## src/rtl/fetch_pkg.sv

```systemverilog
// Shared constants, PC-select enum and branch-offset helper for the LEGv8 fetch stage.
package fetch_pkg;

    localparam int unsigned    MAX_ADDR_W = 64;
    localparam logic [31:0]    NOP_INSTR  = 32'h0000_0000;
    localparam int unsigned    PC_STEP    = 4;
    localparam int unsigned    OFF26_W    = 26;
    localparam int unsigned    OFF19_W    = 19;
    localparam int unsigned    OFF_SHIFT  = 2;

    typedef enum logic [1:0] {
        PC_SEL_SEQ    = 2'd0,
        PC_SEL_HOLD   = 2'd1,
        PC_SEL_BRANCH = 2'd2
    } pc_sel_e;

    // Word offset -> sign-extended byte offset (B uses 26 bits, B.cond/CBZ use 19).
    function automatic logic [MAX_ADDR_W-1:0] sext_offset(
        input logic               uncond,
        input logic [OFF26_W-1:0] addr26,
        input logic [OFF19_W-1:0] addr19
    );
        logic [MAX_ADDR_W-1:0] w_word_off;
        if (uncond)
            w_word_off = {{(MAX_ADDR_W-OFF26_W){addr26[OFF26_W-1]}}, addr26};
        else
            w_word_off = {{(MAX_ADDR_W-OFF19_W){addr19[OFF19_W-1]}}, addr19};
        return w_word_off << OFF_SHIFT;
    endfunction

endpackage

```

## src/rtl/fetch_stage_if.sv

```systemverilog
// Bundle of hazard/branch controls, instruction-memory port and IF/ID outputs.
interface fetch_stage_if
    import fetch_pkg::*;
#(
    parameter int unsigned ADDR_W = 64
);
    logic                stall;
    logic                br_taken;
    logic                uncond_br;
    logic [OFF26_W-1:0]  br_addr26;
    logic [OFF19_W-1:0]  cond_addr19;
    logic [ADDR_W-1:0]   br_pc;
    logic [ADDR_W-1:0]   imem_addr;
    logic [31:0]         imem_data;
    logic [31:0]         if_id_instr;
    logic [ADDR_W-1:0]   if_id_pc;
    logic                if_id_valid;

    // Pipeline control / instruction memory side.
    modport master (
        output stall, br_taken, uncond_br, br_addr26, cond_addr19, br_pc, imem_data,
        input  imem_addr, if_id_instr, if_id_pc, if_id_valid
    );

    // Fetch stage side.
    modport slave (
        input  stall, br_taken, uncond_br, br_addr26, cond_addr19, br_pc, imem_data,
        output imem_addr, if_id_instr, if_id_pc, if_id_valid
    );
endinterface

```

## src/rtl/fetch_stage_branch_target_calc.sv

```systemverilog
// Combinational branch target: br_pc + (sign-extended word offset << 2), wrapping.
module branch_target_calc
    import fetch_pkg::*;
#(
    parameter int unsigned ADDR_W = 64
) (
    input  logic [ADDR_W-1:0]  i_br_pc,
    input  logic               i_uncond_br,
    input  logic [OFF26_W-1:0] i_br_addr26,
    input  logic [OFF19_W-1:0] i_cond_addr19,
    output logic [ADDR_W-1:0]  o_target
);

    logic [MAX_ADDR_W-1:0] w_offset;

    assign w_offset = sext_offset(i_uncond_br, i_br_addr26, i_cond_addr19);
    assign o_target = i_br_pc + w_offset[ADDR_W-1:0];

endmodule

```

## src/rtl/fetch_stage.sv

```systemverilog
// LEGv8 instruction fetch: PC register, async imem address, IF/ID register with flush/stall.
module fetch_stage
    import fetch_pkg::*;
#(
    parameter int unsigned       ADDR_W   = 64,
    parameter logic [ADDR_W-1:0] RESET_PC = '0
) (
    input  logic          clk,
    input  logic          reset,
    fetch_stage_if.slave  bus
);

    logic [ADDR_W-1:0] r_pc;
    logic [31:0]       r_if_id_instr;
    logic [ADDR_W-1:0] r_if_id_pc;
    logic              r_if_id_valid;

    logic [ADDR_W-1:0] w_target;
    logic [ADDR_W-1:0] w_pc_seq;
    pc_sel_e           w_sel;

    branch_target_calc #(
        .ADDR_W (ADDR_W)
    ) u_target (
        .i_br_pc       (bus.br_pc),
        .i_uncond_br   (bus.uncond_br),
        .i_br_addr26   (bus.br_addr26),
        .i_cond_addr19 (bus.cond_addr19),
        .o_target      (w_target)
    );

    assign w_pc_seq = r_pc + ADDR_W'(PC_STEP);

    // A taken branch outranks a stall: the wrong-path word must be squashed regardless.
    always_comb begin
        w_sel = PC_SEL_SEQ;
        if (bus.br_taken)
            w_sel = PC_SEL_BRANCH;
        else if (bus.stall)
            w_sel = PC_SEL_HOLD;
    end

    // NOTE: state registers use non-blocking assignments so every register sees pre-edge values.
    always_ff @(posedge clk or posedge reset) begin
        if (reset) begin
            r_pc          <= RESET_PC;
            r_if_id_instr <= NOP_INSTR;
            r_if_id_pc    <= '0;
            r_if_id_valid <= 1'b0;
        end else begin
            case (w_sel)
                PC_SEL_BRANCH: begin
                    r_pc          <= w_target;
                    r_if_id_instr <= NOP_INSTR;
                    r_if_id_pc    <= '0;
                    r_if_id_valid <= 1'b0;
                end
                PC_SEL_SEQ: begin
                    r_pc          <= w_pc_seq;
                    r_if_id_instr <= bus.imem_data;
                    r_if_id_pc    <= r_pc;
                    r_if_id_valid <= 1'b1;
                end
                default: begin
                end
            endcase
        end
    end

    assign bus.imem_addr   = r_pc;
    assign bus.if_id_instr = r_if_id_instr;
    assign bus.if_id_pc    = r_if_id_pc;
    assign bus.if_id_valid = r_if_id_valid;

endmodule

```

## src/flat_wrapper.sv

```systemverilog
// flat-port wrapper written by rule: the top's interface ports become plain ports
module fetch_stage_flat import fetch_pkg::*;
#(
    parameter int unsigned       ADDR_W   = 64,
    parameter logic [ADDR_W-1:0] RESET_PC = '0
)
  (clk, reset, bus_stall, bus_br_taken, bus_uncond_br, bus_br_addr26, bus_cond_addr19, bus_br_pc, bus_imem_data, bus_imem_addr, bus_if_id_instr, bus_if_id_pc, bus_if_id_valid);
  fetch_stage_if #(.ADDR_W(ADDR_W)) bus_i ();
  input  logic clk;
  input  logic reset;
  input wire logic [$bits(bus_i.stall)-1:0] bus_stall;
  input wire logic [$bits(bus_i.br_taken)-1:0] bus_br_taken;
  input wire logic [$bits(bus_i.uncond_br)-1:0] bus_uncond_br;
  input wire logic [$bits(bus_i.br_addr26)-1:0] bus_br_addr26;
  input wire logic [$bits(bus_i.cond_addr19)-1:0] bus_cond_addr19;
  input wire logic [$bits(bus_i.br_pc)-1:0] bus_br_pc;
  input wire logic [$bits(bus_i.imem_data)-1:0] bus_imem_data;
  output wire logic [$bits(bus_i.imem_addr)-1:0] bus_imem_addr;
  output wire logic [$bits(bus_i.if_id_instr)-1:0] bus_if_id_instr;
  output wire logic [$bits(bus_i.if_id_pc)-1:0] bus_if_id_pc;
  output wire logic [$bits(bus_i.if_id_valid)-1:0] bus_if_id_valid;
  assign bus_i.stall = bus_stall;
  assign bus_i.br_taken = bus_br_taken;
  assign bus_i.uncond_br = bus_uncond_br;
  assign bus_i.br_addr26 = bus_br_addr26;
  assign bus_i.cond_addr19 = bus_cond_addr19;
  assign bus_i.br_pc = bus_br_pc;
  assign bus_i.imem_data = bus_imem_data;
  assign bus_imem_addr = bus_i.imem_addr;
  assign bus_if_id_instr = bus_i.if_id_instr;
  assign bus_if_id_pc = bus_i.if_id_pc;
  assign bus_if_id_valid = bus_i.if_id_valid;
  fetch_stage #(.ADDR_W(ADDR_W), .RESET_PC(RESET_PC)) u_core (.clk(clk), .reset(reset), .bus(bus_i));
endmodule
```

## config.mk

```make
export PLATFORM = sky130hd
export DESIGN_NAME = fetch_stage_flat
export DESIGN_NICKNAME = d
export VERILOG_FILES = /design/src/rtl/fetch_pkg.sv /design/src/rtl/fetch_stage_if.sv /design/src/rtl/fetch_stage_branch_target_calc.sv /design/src/rtl/fetch_stage.sv /design/src/flat_wrapper.sv
export SDC_FILE = /design/constraint.sdc
export NUM_CORES = 1
export LEC_CHECK = 0
export CORE_ASPECT_RATIO = 0.7
export CORE_MARGIN = 2
export CORE_UTILIZATION = 50
export DETAILED_ROUTE_END_ITERATION = 6
export PLACE_DENSITY = 0.89
export SLEW_MARGIN = 20
export SYNTH_ARGS = -nofsm -noshare
export SYNTH_HDL_FRONTEND = slang
export SYNTH_SLANG_ARGS = --single-unit
```

## constraint.sdc

```tcl
create_clock -name clk -period 6.4 [get_ports clk]
set_input_delay 0.64 -clock clk [delete_from_list [all_inputs] [get_ports clk]]
set_output_delay 0.64 -clock clk [all_outputs]
set_load 0.01 [all_outputs]
```

==> results of run 1 <==
[cell type report]
class | instances | area share (%)
Timing Repair Buffer | 311 | 20.7
Inverter | 21 | 0.559
Clock buffer | 17 | 2.84
Sequential cell | 161 | 26.9
Multi-Input combinational cell | 997 | 45.2
Clock inverter | 15 | 1.48
Tap cell | 282 | 2.35
[state kept, by name, summed over array words and instances (netlist names)]
name                    count
u_core.bus.if_id_pc        64
u_core.bus.if_id_valid      1
u_core.bus.if_id_instr     32
u_core.bus.imem_addr       64
[metrics by stage]
| step | utilization [%] | hold slack, ns | std cells | power (mW) |
|---|---|---|---|---|
| after floorplan | - | 0.548 | 1244 | 2.13 |
| after global placement | 65.8 | 0.503 | 1772 | 2.74 |
| after detailed placement | 65.8 | 0.512 | 1772 | 2.78 |
| after CTS | 68.8 | 0.526 | 1804 | 3.93 |
| after global routing | 68.8 | 0.555 | 1804 | 4.13 |
| final | 68.8 | 0.521 | 1804 | 3.94 |
[power by group]
group,internal [mW],switching (mW)
registers,1.17,0.223
logic,0.710,0.697
clock network,0.669,0.463
total,2.55,1.38
[routing by layer]
metal / share of wire (%) / vias to the layer above / GRT usage (%)
met5: 0 / - / 0
met4: 1.4 / 0 / 6.74
met3: 7.7 / 38 / 6.00
met2: 48 / 505 / 47.8
met1: 43 / 5093 / 39.5
li1: - / 4935 / -
[cell families after synthesis]
group	synth area share, %
AOI/OAI and AO/OA	15.1
xor gates and xnor gates	9.52
muxes	11.4
and+or+nand+nor	17.7
DFF	36.2
buffers and inverters	2.98
adders and majority gates	7.15
[path summary, 6_finish.rpt]
path / startpoint / cells past startpoint / to
worst max-delay path: bus_uncond_br / 15 / u_core.bus.imem_addr[56]
worst min-delay path: u_core.bus.if_id_pc[37] / 2 / u_core.bus.if_id_pc[37]
worst max register to register: u_core.bus.imem_addr[13] / 10 / u_core.bus.imem_addr[60]
worst min register to register: u_core.bus.if_id_pc[37] / 2 / u_core.bus.if_id_pc[37]
max in group asynchronous: reset / 3 / u_core.bus.imem_addr[43]
min in group asynchronous: reset / 2 / u_core.bus.if_id_instr[5]
[worst max-delay path, cell delays in order]
cell,delay (ns)
sky130_fd_sc_hd__clkdlybuf4s50_1,0.57
sky130_fd_sc_hd__buf_4,0.33
sky130_fd_sc_hd__mux2_2,0.38
sky130_fd_sc_hd__ha_1,0.21
sky130_fd_sc_hd__fa_1,0.42
sky130_fd_sc_hd__a21o_1,0.23
sky130_fd_sc_hd__a221oi_2,0.44
sky130_fd_sc_hd__o21bai_1,0.22
sky130_fd_sc_hd__a221oi_2,0.44
sky130_fd_sc_hd__o221ai_1,0.33
sky130_fd_sc_hd__a21oi_1,0.36
sky130_fd_sc_hd__o311a_1,0.28
sky130_fd_sc_hd__o21ai_1,0.14
sky130_fd_sc_hd__xnor2_1,0.18
sky130_fd_sc_hd__mux2i_1,0.10
[cell usage after synthesis (2+ instances only)]
library cell	n	area, um^2
sky130_fd_sc_hd__o21ai_0	53	265
sky130_fd_sc_hd__o221ai_1	4	35.0
sky130_fd_sc_hd__nor4_1	4	25.0
sky130_fd_sc_hd__inv_1	21	78.8
sky130_fd_sc_hd__nand2b_1	8	50.1
sky130_fd_sc_hd__buf_1	14	52.6
sky130_fd_sc_hd__o41ai_2	2	32.5
sky130_fd_sc_hd__or2_2	2	12.5
sky130_fd_sc_hd__and4_1	5	43.8
sky130_fd_sc_hd__o311ai_0	2	17.5
sky130_fd_sc_hd__o21a_1	4	30.0
sky130_fd_sc_hd__xor2_1	48	420
sky130_fd_sc_hd__nor2b_1	6	37.5
sky130_fd_sc_hd__or3_1	2	12.5
sky130_fd_sc_hd__a221oi_2	2	30.0
sky130_fd_sc_hd__nor2_1	173	649
sky130_fd_sc_hd__mux2i_1	103	1030
sky130_fd_sc_hd__nand2_1	101	379
sky130_fd_sc_hd__and2_1	5	31.3
sky130_fd_sc_hd__o41ai_1	3	26.3
sky130_fd_sc_hd__a41oi_2	2	32.5
sky130_fd_sc_hd__a21boi_0	3	22.5
sky130_fd_sc_hd__nand3_1	34	170
sky130_fd_sc_hd__o21ai_1	2	10.0
sky130_fd_sc_hd__o31ai_1	4	30.0
sky130_fd_sc_hd__ha_1	62	776
sky130_fd_sc_hd__a21o_1	31	233
sky130_fd_sc_hd__a31oi_1	9	56.3
sky130_fd_sc_hd__o31a_1	2	17.5
sky130_fd_sc_hd__o21bai_1	15	113
sky130_fd_sc_hd__dfrtp_1	161	4030
sky130_fd_sc_hd__nor3_1	17	85.1
sky130_fd_sc_hd__a21oi_1	117	586
sky130_fd_sc_hd__mux2_2	21	236
sky130_fd_sc_hd__and3_1	19	119
sky130_fd_sc_hd__nand4_1	31	194
sky130_fd_sc_hd__a211oi_1	3	22.5
sky130_fd_sc_hd__xnor2_1	73	639
sky130_fd_sc_hd__clkbuf_1	46	173
sky130_fd_sc_hd__buf_2	3	15.0
sky130_fd_sc_hd__nor4_4	2	42.5
==> run summary, run 1 <==
CTS max path bufs -> 2
GP Congestion -> 0.959
Setup slack of the worst register-to-register path -> 3.06 ns
Die height -> 129 um
Period utilization -> 78.8%
Crit path DAT -> 5.31 ns
First-pass GRT wire length -> 54.0 mm
GRT overflow -> 0
Final setup violation count -> 0
Placed wire-length estimate after detailed placement -> 25.4 mm
Count of H-tree levels built during CTS -> 4
Count of buffers added by post-CTS timing repair for setup -> 0
I/O pin cnt -> 307
Worst EP required -> 6.67 ns
WL final -> 34.4 mm
CTS Hold Bufs -> 0
Root buffer cell -> sky130_fd_sc_hd__clkbuf_16
Status -> completed
Number of gates given a new drive strength after cts -> 0
Top library cells by usage in the layout, fill and taps aside -> sky130_fd_sc_hd__clkdlybuf4s50_1 (304), sky130_fd_sc_hd__nor2_1 (173), sky130_fd_sc_hd__dfrtp_1 (161), sky130_fd_sc_hd__a21oi_1 (117), sky130_fd_sc_hd__mux2i_1 (103)
Class of the tightest hold or removal check -> reg2reg
Maximum vdd ir drop -> 157 uV
Most common library cell in the layout ignoring fill and taps -> sky130_fd_sc_hd__clkdlybuf4s50_1
Number of endpoints with negative hold slack in the final report -> 0
Share of post-route cells with drive strength above 1 -> 5.39%
Pins over their slew limit -> 0
Site Rows -> 45
Capturing element type of the critical path -> register
Number of maximum-capacitance constraint violations -> 0
Timing-limited maximum frequency -> 0.198 GHz
Total Negative Setup Slacks -> 0 ns
Warnings from Yosys -> 0
Cell count after synthesis -> 1244
# port buffers -> 306
Post-place setup slack -> 1.04 ns
Final critical-path required period -> 5.04 ns
Clock tree sinks -> 161
Signed area change from the synthesized netlist to the final layout -> 34.6%
Vias per std cell -> 5.86
DRC violations left -> 0
Worst setup margin -> 1.36 ns
Post-route ant nets -> 0
Number of DRC violations after detailed-routing iteration 0 -> 904
Combined area of the multi-input logic cells -> 6770 um^2
Clk pin slew, worst setup/hold paths -> 0.07 ns
Post-synth net total -> 1453
Average instance area after synthesis -> 8.95 um^2
Leakage power -> 6.60 nW
Post-synth ARST share -> 100%
Antenna diodes -> 0
Post-layout instance area -> 15000 um^2
Footprint of the flip-flops and latches -> 4030 um^2
Core area -> 21800 um^2
Slew of the pin with the lowest slew margin -> 1.03 ns
Max-Slew Margin vs Limit -> 30.7%
Nets -> 1718
Inserted Clock Buffers -> 17
Critical path peak fanout -> 22
Clock tree from TritonCTS -> yes
Crit start category -> input port
Power per cell area -> 263 nW/um^2
Total track usage -> 29.0%
Worst setup path class -> in2reg
Number of antenna violations at the first check in global routing -> 0
Pin count of the biggest net entering global routing -> 128
Number of global-route vias before repair -> 9979
Total placed instance area -> 14300 um^2
Latest clock arrival within the worst-skew pair -> 0.43 ns
Seq/Total Area, Yosys -> 36.2%
WL/cell -> 19.1 um
Unrepaired setup endpoints after global routing -> false
Width of the die -> 182 um
Starting Density -> 51.1%
Synth cell types -> 66
Top_reg_cell synth -> sky130_fd_sc_hd__dfrtp_1
1st-pass router iterations -> 5
FILL cells -> 1624
Final worst clock skew -> 0.0138 ns
Synthesized flop and latch total -> 161
EDFF count, synth -> 0
Die Outline Area -> 23500 um^2
Synth Cell Area -> 11100 um^2
Via count -> 10600
(Power assumes the default switching activity.)
==> run 2, diff against run 1 <==
==> constraint.sdc (replaced) <==
create_clock -name clk -period 4.8 [get_ports clk]
set_input_delay 0.48 -clock clk [delete_from_list [all_inputs] [get_ports clk]]
set_output_delay 0.48 -clock clk [all_outputs]
set_load 0.01 [all_outputs]
==> run 2 against run 1 <==
Utilization grew 0.55 points. Cell area is 0.80% higher. Global-route usage grew 0.36 points. Register-to-register slack worse by 1.5 ns. Largest power group unchanged.
==> run summary, run 2 (synthesized netlist as in run 1, its figures left out) <==
GRT overflow -> 0 (unchanged)
Clock tree from TritonCTS -> yes (unchanged)
# port buffers -> 306 (unchanged)
Vias per std cell -> 5.81 (was 5.86)
Clock tree sinks -> 161 (unchanged)
Share of post-route cells with drive strength above 1 -> 6.44% (was 5.39%)
Site Rows -> 45 (unchanged)
Setup slack of the worst register-to-register path -> 1.56 ns (was 3.06 ns)
Worst path buffer plus inverter count -> 2 (unchanged)
Die height -> 129 um (unchanged)
Signed area change from the synthesized netlist to the final layout -> 35.7% (was 34.6%)
Critical path destination -> u_core.bus.imem_addr[56] (unchanged)
Worst setup path class -> in2reg (unchanged)
Slew of the pin with the lowest slew margin -> 1.13 ns (was 1.03 ns)
Total track usage -> 29.3% (was 29.0%)
Root buffer cell -> sky130_fd_sc_hd__clkbuf_16 (unchanged)
Antenna diodes -> 0 (unchanged)
Leakage power -> 6.67 nW (was 6.60 nW)
DRC violations left -> 0 (unchanged)
Via count -> 10600 (about the same)
Post-route ant nets -> 0 (unchanged)
Number of gates given a new drive strength after cts -> 0 (unchanged)
Cell breakdown of the critical path -> clkdlybuf4s50_1, buf_4, mux2_2, ha_1, a21o_1, a221oi_2, o21bai_1, a221oi_2, o221ai_1, a21oi_2, o311a_1, o21ai_1, xnor2_1, mux2i_1 (was clkdlybuf4s50_1, buf_4, mux2_2, ha_1, fa_1, a21o_1, a221oi_2, o21bai_1, a221oi_2, o221ai_1, a21oi_1, o311a_1, o21ai_1, xnor2_1, mux2i_1)
First-pass GRT wire length -> 54.3 mm (was 54.0 mm)
Width of the die -> 182 um (unchanged)
GP Congestion -> 0.974 (was 0.959)
Post-layout instance area -> 15100 um^2 (was 15000 um^2)
1st-pass router iterations -> 6 (was 5)
Pin count of the biggest net entering global routing -> 162 (was 128)
Unrepaired setup endpoints after global routing -> false (unchanged)
I/O pin cnt -> 307 (unchanged)
Class of the tightest hold or removal check -> reg2reg (unchanged)
Capturing element type of the critical path -> register (unchanged)
Crit start category -> input port (unchanged)
Number of global-route vias before repair -> 10100 (was 9979)
Pins over their slew limit -> 0 (unchanged)
Nets -> 1734 (was 1718)
Number of maximum-capacitance constraint violations -> 0 (unchanged)
R2R Path End -> u_core.bus.imem_addr[60] (unchanged)
Clk pin slew, worst setup/hold paths -> 0.07 ns (about the same)
Status -> completed (unchanged)
CTS max path bufs -> 2 (unchanged)
Post-layout instance count excluding filler cells -> 1820 (was 1804)
Final worst clock skew -> 0.0155 ns (was 0.0138 ns)
CTS Hold Bufs -> 0 (unchanged)
R2r startpoint -> u_core.bus.imem_addr[9] (was u_core.bus.imem_addr[13])
Crit path DAT -> 4.83 ns (was 5.31 ns)
Placed cells -> 1788 (was 1772)
Maximum vdd ir drop -> 247 uV (was 157 uV)
WL final -> 34.6 mm (was 34.4 mm)
Most common library cell in the layout ignoring fill and taps -> sky130_fd_sc_hd__clkdlybuf4s50_1 (unchanged)
Total Negative Setup Slacks -> 0 ns (unchanged)
Worst path slowest cell -> sky130_fd_sc_hd__clkdlybuf4s50_1 (unchanged)
Max-Slew Margin vs Limit -> 24.4% (was 30.7%)
Top cell family by delay on the critical path -> compound AO/OA/AOI/OAI gates (unchanged)
Launch point of the critical path -> bus_uncond_br (unchanged)
Die Outline Area -> 23500 um^2 (unchanged)
Worst EP required -> 5.08 ns (was 6.67 ns)
Final setup violation count -> 0 (unchanged)
Number of endpoints with negative hold slack in the final report -> 0 (unchanged)
Critical path peak fanout -> 24 (was 22)
Peak per-stage delay on the critical path -> 0.59 ns (was 0.57 ns)
Number of antenna violations at the first check in global routing -> 0 (unchanged)
Total placed instance area -> 14500 um^2 (was 14300 um^2)
Finished Core Util -> 69.3% (was 68.8%)
Number of DRC violations after detailed-routing iteration 0 -> 867 (was 904)
Final critical-path required period -> 4.55 ns
Latest clock arrival within the worst-skew pair -> 0.44 ns (was 0.43 ns)
Post-route worst hold slack -> 0.524 ns (was 0.521 ns)
Starting Density -> 51.1% (unchanged)
Cell repeated most along the worst path -> sky130_fd_sc_hd__a221oi_2 (unchanged)
Period utilization -> 94.8%
Power per cell area -> 345 nW/um^2 (was 263 nW/um^2)
Top library cells by usage in the layout, fill and taps aside -> sky130_fd_sc_hd__clkdlybuf4s50_1 (304), sky130_fd_sc_hd__nor2_1 (173), sky130_fd_sc_hd__dfrtp_1 (161), sky130_fd_sc_hd__a21oi_1 (116), sky130_fd_sc_hd__mux2i_1 (103) (was sky130_fd_sc_hd__clkdlybuf4s50_1 (304), sky130_fd_sc_hd__nor2_1 (173), sky130_fd_sc_hd__dfrtp_1 (161), sky130_fd_sc_hd__a21oi_1 (117), sky130_fd_sc_hd__mux2i_1 (103))
Count of H-tree levels built during CTS -> 4 (unchanged)
Placed wire-length estimate after detailed placement -> 26.3 mm (was 25.4 mm)
Inserted Clock Buffers -> 17 (unchanged)
Timing-limited maximum frequency -> 0.220 GHz
Count of buffers added by post-CTS timing repair for setup -> 0 (unchanged)
Number of cells on the worst reg-to-reg path -> 10 (unchanged)
WL/cell -> 19.0 um (was 19.1 um)
Number of cells on the critical path -> 14 (was 15)
Core area -> 21800 um^2 (unchanged)
[run 2: changes by cell type in the layout (fill, tap and decap cells not counted), sizes merged]
| cell | before | now |
|---|---|---|
| buf | 7 | 23 |
| inv | 27 | 28 |
| clkinvlp | 1 | 2 |
| bufinv | 4 | 3 |
| clkinv | 4 | 3 |
[run 2: worst min path at each step]
stage | start | slack (ns) | end | cells after the start
after floorplan | u_core.bus.if_id_valid | 0.55 | u_core.bus.if_id_valid | 2
after global placement | u_core.bus.if_id_instr[19] | 0.50 | u_core.bus.if_id_instr[19] | 2
after detailed placement | u_core.bus.if_id_instr[18] | 0.51 | u_core.bus.if_id_instr[18] | 2
after CTS | u_core.bus.if_id_pc[4] | 0.53 | u_core.bus.if_id_pc[4] | 2
after global routing | u_core.bus.if_id_instr[4] | 0.54 | u_core.bus.if_id_instr[4] | 2
final | u_core.bus.if_id_pc[4] | 0.52 | u_core.bus.if_id_pc[4] | 2
[run 2: metrics by stage]
step | setup WS, ns | power, mW
5_1_grt | 0.0326 | 5.47
3_5_place_dp | -0.212 | 3.75
4_1_cts | 0.203 | 5.20
3_3_place_gp | 0.00983 | 3.69
6_report | 0.249 | 5.22
2_1_floorplan | 0.532 | 2.84
[run 2: layout make-up]
| type | instances | area, um^2 |
|---|---|---|
| well taps | 282 | 353 |
| clock inverters | 15 | 194 |
| fillers | 1608 | 6680 |
| inverters | 21 | 82.6 |
| repair buffers | 327 | 3250 |
| multi-input cells | 997 | 6780 |
| clock buffers | 17 | 425 |
| flip-flops and latches | 161 | 4030 |
[run 2: worst reg2reg max path, stage by stage (launching register included)]
cell,delay [ns]
sky130_fd_sc_hd__dfrtp_1,0.50
sky130_fd_sc_hd__nand4_1,0.25
sky130_fd_sc_hd__or3b_4,0.47
sky130_fd_sc_hd__or2_4,0.30
sky130_fd_sc_hd__nor3_4,0.25
sky130_fd_sc_hd__nand2b_1,0.14
sky130_fd_sc_hd__nor4_1,0.50
sky130_fd_sc_hd__and2_1,0.26
sky130_fd_sc_hd__nand3_1,0.10
sky130_fd_sc_hd__xor2_1,0.18
sky130_fd_sc_hd__o221ai_1,0.13
[run 2: report_power, final]
| part | internal, mW | switching [mW] |
|---|---|---|
| sequential | 1.57 | 0.294 |
| combinational | 0.969 | 0.934 |
| clock | 0.836 | 0.620 |
[run 2: metal layers]
metal / vias to the layer above / track usage [%] / share of wire [%]
met5: - / 0 / 0
li1: 4977 / - / -
met4: 0 / 7.26 / 1.5
met1: 5051 / 39.7 / 43
met2: 511 / 48.9 / 48
met3: 43 / 5.66 / 8.1
==> run 3, diff against run 2 <==
--- a/config.mk
+++ b/config.mk
@@ -6,7 +6,6 @@
 export NUM_CORES = 1
 export LEC_CHECK = 0
 export CORE_ASPECT_RATIO = 0.7
-export CORE_MARGIN = 2
 export CORE_UTILIZATION = 50
 export DETAILED_ROUTE_END_ITERATION = 6
 export PLACE_DENSITY = 0.89
==> run 3 against run 2 <==
Combinational power hardly changed. Largest cell class unchanged. Largest power group unchanged. Via count up 0.60%. Sequential share of layout area increased by 0.13 points. Sequential cell count is the same.
==> run summary, run 3 (synthesized netlist as in run 1, its figures left out) <==
Vias per std cell -> 5.87 (was 5.81)
Latest clock arrival within the worst-skew pair -> 0.43 ns (was 0.44 ns)
Max-Slew Margin vs Limit -> 32.2% (was 24.4%)
CTS max path bufs -> 2 (unchanged)
Clock tree from TritonCTS -> yes (unchanged)
Root buffer cell -> sky130_fd_sc_hd__clkbuf_16 (unchanged)
Final worst clock skew -> 0.0124 ns (was 0.0155 ns)
# port buffers -> 306 (unchanged)
Met2 Track Usage GR -> 48.5% (was 48.9%)
Starting Density -> 51.2% (was 51.1%)
Signed area change from the synthesized netlist to the final layout -> 35.1% (was 35.7%)
1st-pass router iterations -> 6 (unchanged)
Post-route worst hold slack -> 0.522 ns (was 0.524 ns)
WL/cell -> 19.1 um (was 19.0 um)
Final critical-path required period -> 4.53 ns (was 4.55 ns)
Cell repeated most along the worst path -> sky130_fd_sc_hd__buf_4 (was sky130_fd_sc_hd__a221oi_2)
Capturing element type of the critical path -> register (unchanged)
First-pass GRT wire length -> 54.6 mm (was 54.3 mm)
Slew of the pin with the lowest slew margin -> 1.02 ns (was 1.13 ns)
Core area -> 21700 um^2 (was 21800 um^2)
Inserted Clock Buffers -> 17 (unchanged)
Power Total -> 5.14 mW (was 5.22 mW)
Peak per-stage delay on the critical path -> 0.58 ns (was 0.59 ns)
Power per cell area -> 342 nW/um^2 (was 345 nW/um^2)
Post-route ant nets -> 0 (unchanged)
WL final -> 34.6 mm (about the same)
Unrepaired setup endpoints after global routing -> false (unchanged)
Met3 Track Usage GR -> 5.97% (was 5.66%)
Crit path DAT -> 4.80 ns (was 4.83 ns)
Pin count of the biggest net entering global routing -> 162 (unchanged)
Die Outline Area -> 22900 um^2 (was 23500 um^2)
Top library cells by usage in the layout, fill and taps aside -> sky130_fd_sc_hd__clkdlybuf4s50_1 (304), sky130_fd_sc_hd__nor2_1 (173), sky130_fd_sc_hd__dfrtp_1 (161), sky130_fd_sc_hd__a21oi_1 (117), sky130_fd_sc_hd__mux2i_1 (103) (was sky130_fd_sc_hd__clkdlybuf4s50_1 (304), sky130_fd_sc_hd__nor2_1 (173), sky130_fd_sc_hd__dfrtp_1 (161), sky130_fd_sc_hd__a21oi_1 (116), sky130_fd_sc_hd__mux2i_1 (103))
Pins over their slew limit -> 0 (unchanged)
Clock tree sinks -> 161 (unchanged)
Count of buffers added by post-CTS timing repair for setup -> 0 (unchanged)
Site Rows -> 45 (unchanged)
Number of DRC violations after detailed-routing iteration 0 -> 1054 (was 867)
Nets -> 1729 (was 1734)
Antenna diodes -> 0 (unchanged)
Footprint of the flip-flops and latches -> 4030 um^2 (unchanged)
Width of the die -> 180 um (was 182 um)
Number of global-route vias before repair -> 10300 (was 10100)
Number of antenna violations at the first check in global routing -> 0 (unchanged)
FILL cells -> 1624 (was 1608)
DRC violations left -> 0 (unchanged)
Most common library cell in the layout ignoring fill and taps -> sky130_fd_sc_hd__clkdlybuf4s50_1 (unchanged)
GP Congestion -> 0.995 (was 0.974)
Critical path peak fanout -> 37 (was 24)
Die height -> 127 um (was 129 um)
I/O pin cnt -> 307 (unchanged)
GRT overflow -> 0 (unchanged)
Clk pin slew, worst setup/hold paths -> 0.07 ns (about the same)
Met1 layer usage reported by global route -> 40.5% (was 39.7%)
Number of gates given a new drive strength after cts -> 0 (unchanged)
Worst path buffer plus inverter count -> 4 (was 2)
Cell breakdown of the critical path -> clkdlybuf4s50_1, buf_4, nand2b_1, nand2_1, buf_4, ha_1, inv_1, o21ai_0, a21oi_1, a2111o_1, o21ai_2, a41oi_2, o41ai_1, xnor2_1, mux2i_1 (was clkdlybuf4s50_1, buf_4, mux2_2, ha_1, a21o_1, a221oi_2, o21bai_1, a221oi_2, o221ai_1, a21oi_2, o311a_1, o21ai_1, xnor2_1, mux2i_1)
Count of H-tree levels built during CTS -> 4 (unchanged)
Timing-limited maximum frequency -> 0.221 GHz (was 0.220 GHz)
Status -> completed (unchanged)
Period utilization -> 94.3% (was 94.8%)
Via count -> 10600 (about the same)
Total track usage -> 30.1% (was 29.3%)
Global route hottest layer -> met2 (unchanged)
Worst setup path class -> in2reg (unchanged)
CTS Hold Bufs -> 0 (unchanged)
Top cell family by delay on the critical path -> compound AO/OA/AOI/OAI gates (unchanged)
Class of the tightest hold or removal check -> reg2reg (unchanged)
Crit start category -> input port (unchanged)
Share of post-route cells with drive strength above 1 -> 6.01% (was 6.44%)
Final setup violation count -> 0 (unchanged)
Worst EP required -> 5.07 ns (was 5.08 ns)
Maximum vdd ir drop -> 244 uV (was 247 uV)
Worst path slowest cell -> sky130_fd_sc_hd__clkdlybuf4s50_1 (unchanged)
Number of endpoints with negative hold slack in the final report -> 0 (unchanged)
Number of maximum-capacitance constraint violations -> 0 (unchanged)
Combined area of the multi-input logic cells -> 6770 um^2 (was 6780 um^2)
Placed wire-length estimate after detailed placement -> 25.9 mm (was 26.3 mm)
Leakage power -> 6.63 nW (was 6.67 nW)
run 3: cell count changes in the layout (fill, tap and decap cells not counted):
cell                        delta
sky130_fd_sc_hd__a21oi_1       +1
sky130_fd_sc_hd__a21oi_2       -1
sky130_fd_sc_hd__buf_4         -5
sky130_fd_sc_hd__bufinv_16     -1
sky130_fd_sc_hd__clkbuf_8      +1
sky130_fd_sc_hd__clkinv_4      +1
sky130_fd_sc_hd__inv_8         -2
run 3: area by class of cell:
| cell class | instances | area share, % |
|---|---|---|
| inverters | 21 | 0.549 |
| repair buffers | 322 | 21.4 |
| clock buffers | 18 | 2.92 |
| well taps | 282 | 2.35 |
| clock inverters | 13 | 0.999 |
| flip-flops and latches | 161 | 26.8 |
| multi-input cells | 997 | 45.0 |
run 3: final timing paths:
check,endpoint,startpoint,slack [ns],cells after the start
setup / recovery,u_core.bus.imem_addr[53],bus_uncond_br,0.27,15
hold / removal,u_core.bus.if_id_pc[33],u_core.bus.if_id_pc[33],0.52,2
setup reg to reg,u_core.bus.imem_addr[60],u_core.bus.imem_addr[5],1.56,10
hold reg to reg,u_core.bus.if_id_pc[33],u_core.bus.if_id_pc[33],0.52,2
max in group asynchronous,u_core.bus.if_id_pc[38],reset,3.46,3
min in group asynchronous,u_core.bus.if_id_instr[20],reset,0.56,3
run 3: layer usage:
metal / vias to the layer above / routed length (um)
met5: - / 0
li1: 4967 / -
met2: 536 / 16100
met3: 65 / 2910
met1: 5077 / 14800
met4: 0 / 891
run 3: worst min-delay path, cell delays in order, from the launching register on:
cell,delay [ns]
sky130_fd_sc_hd__dfrtp_1,0.34
sky130_fd_sc_hd__mux2i_1,0.07
sky130_fd_sc_hd__nor2_1,0.08
run 3: through the flow:
step	instance area (um^2)	util, %	cells	worst slack [ns]	setup TNS, ns
after floorplan	11100	-	1244	0.532	0
after global placement	14400	66.5	1783	0.0689	0
after detailed placement	14400	66.5	1783	-0.0739	-0.232
after CTS	15000	69.2	1814	0.334	0
after global routing	15000	69.2	1814	0.0675	0
final	15000	69.2	1814	0.273	0
run 3: report_power, final:
group          leakage, nW  internal, mW  switching (mW)
clock network        0.290         0.789           0.592
logic                 4.32         0.962           0.938
registers             2.02          1.57           0.295
total                 6.63          3.32            1.83
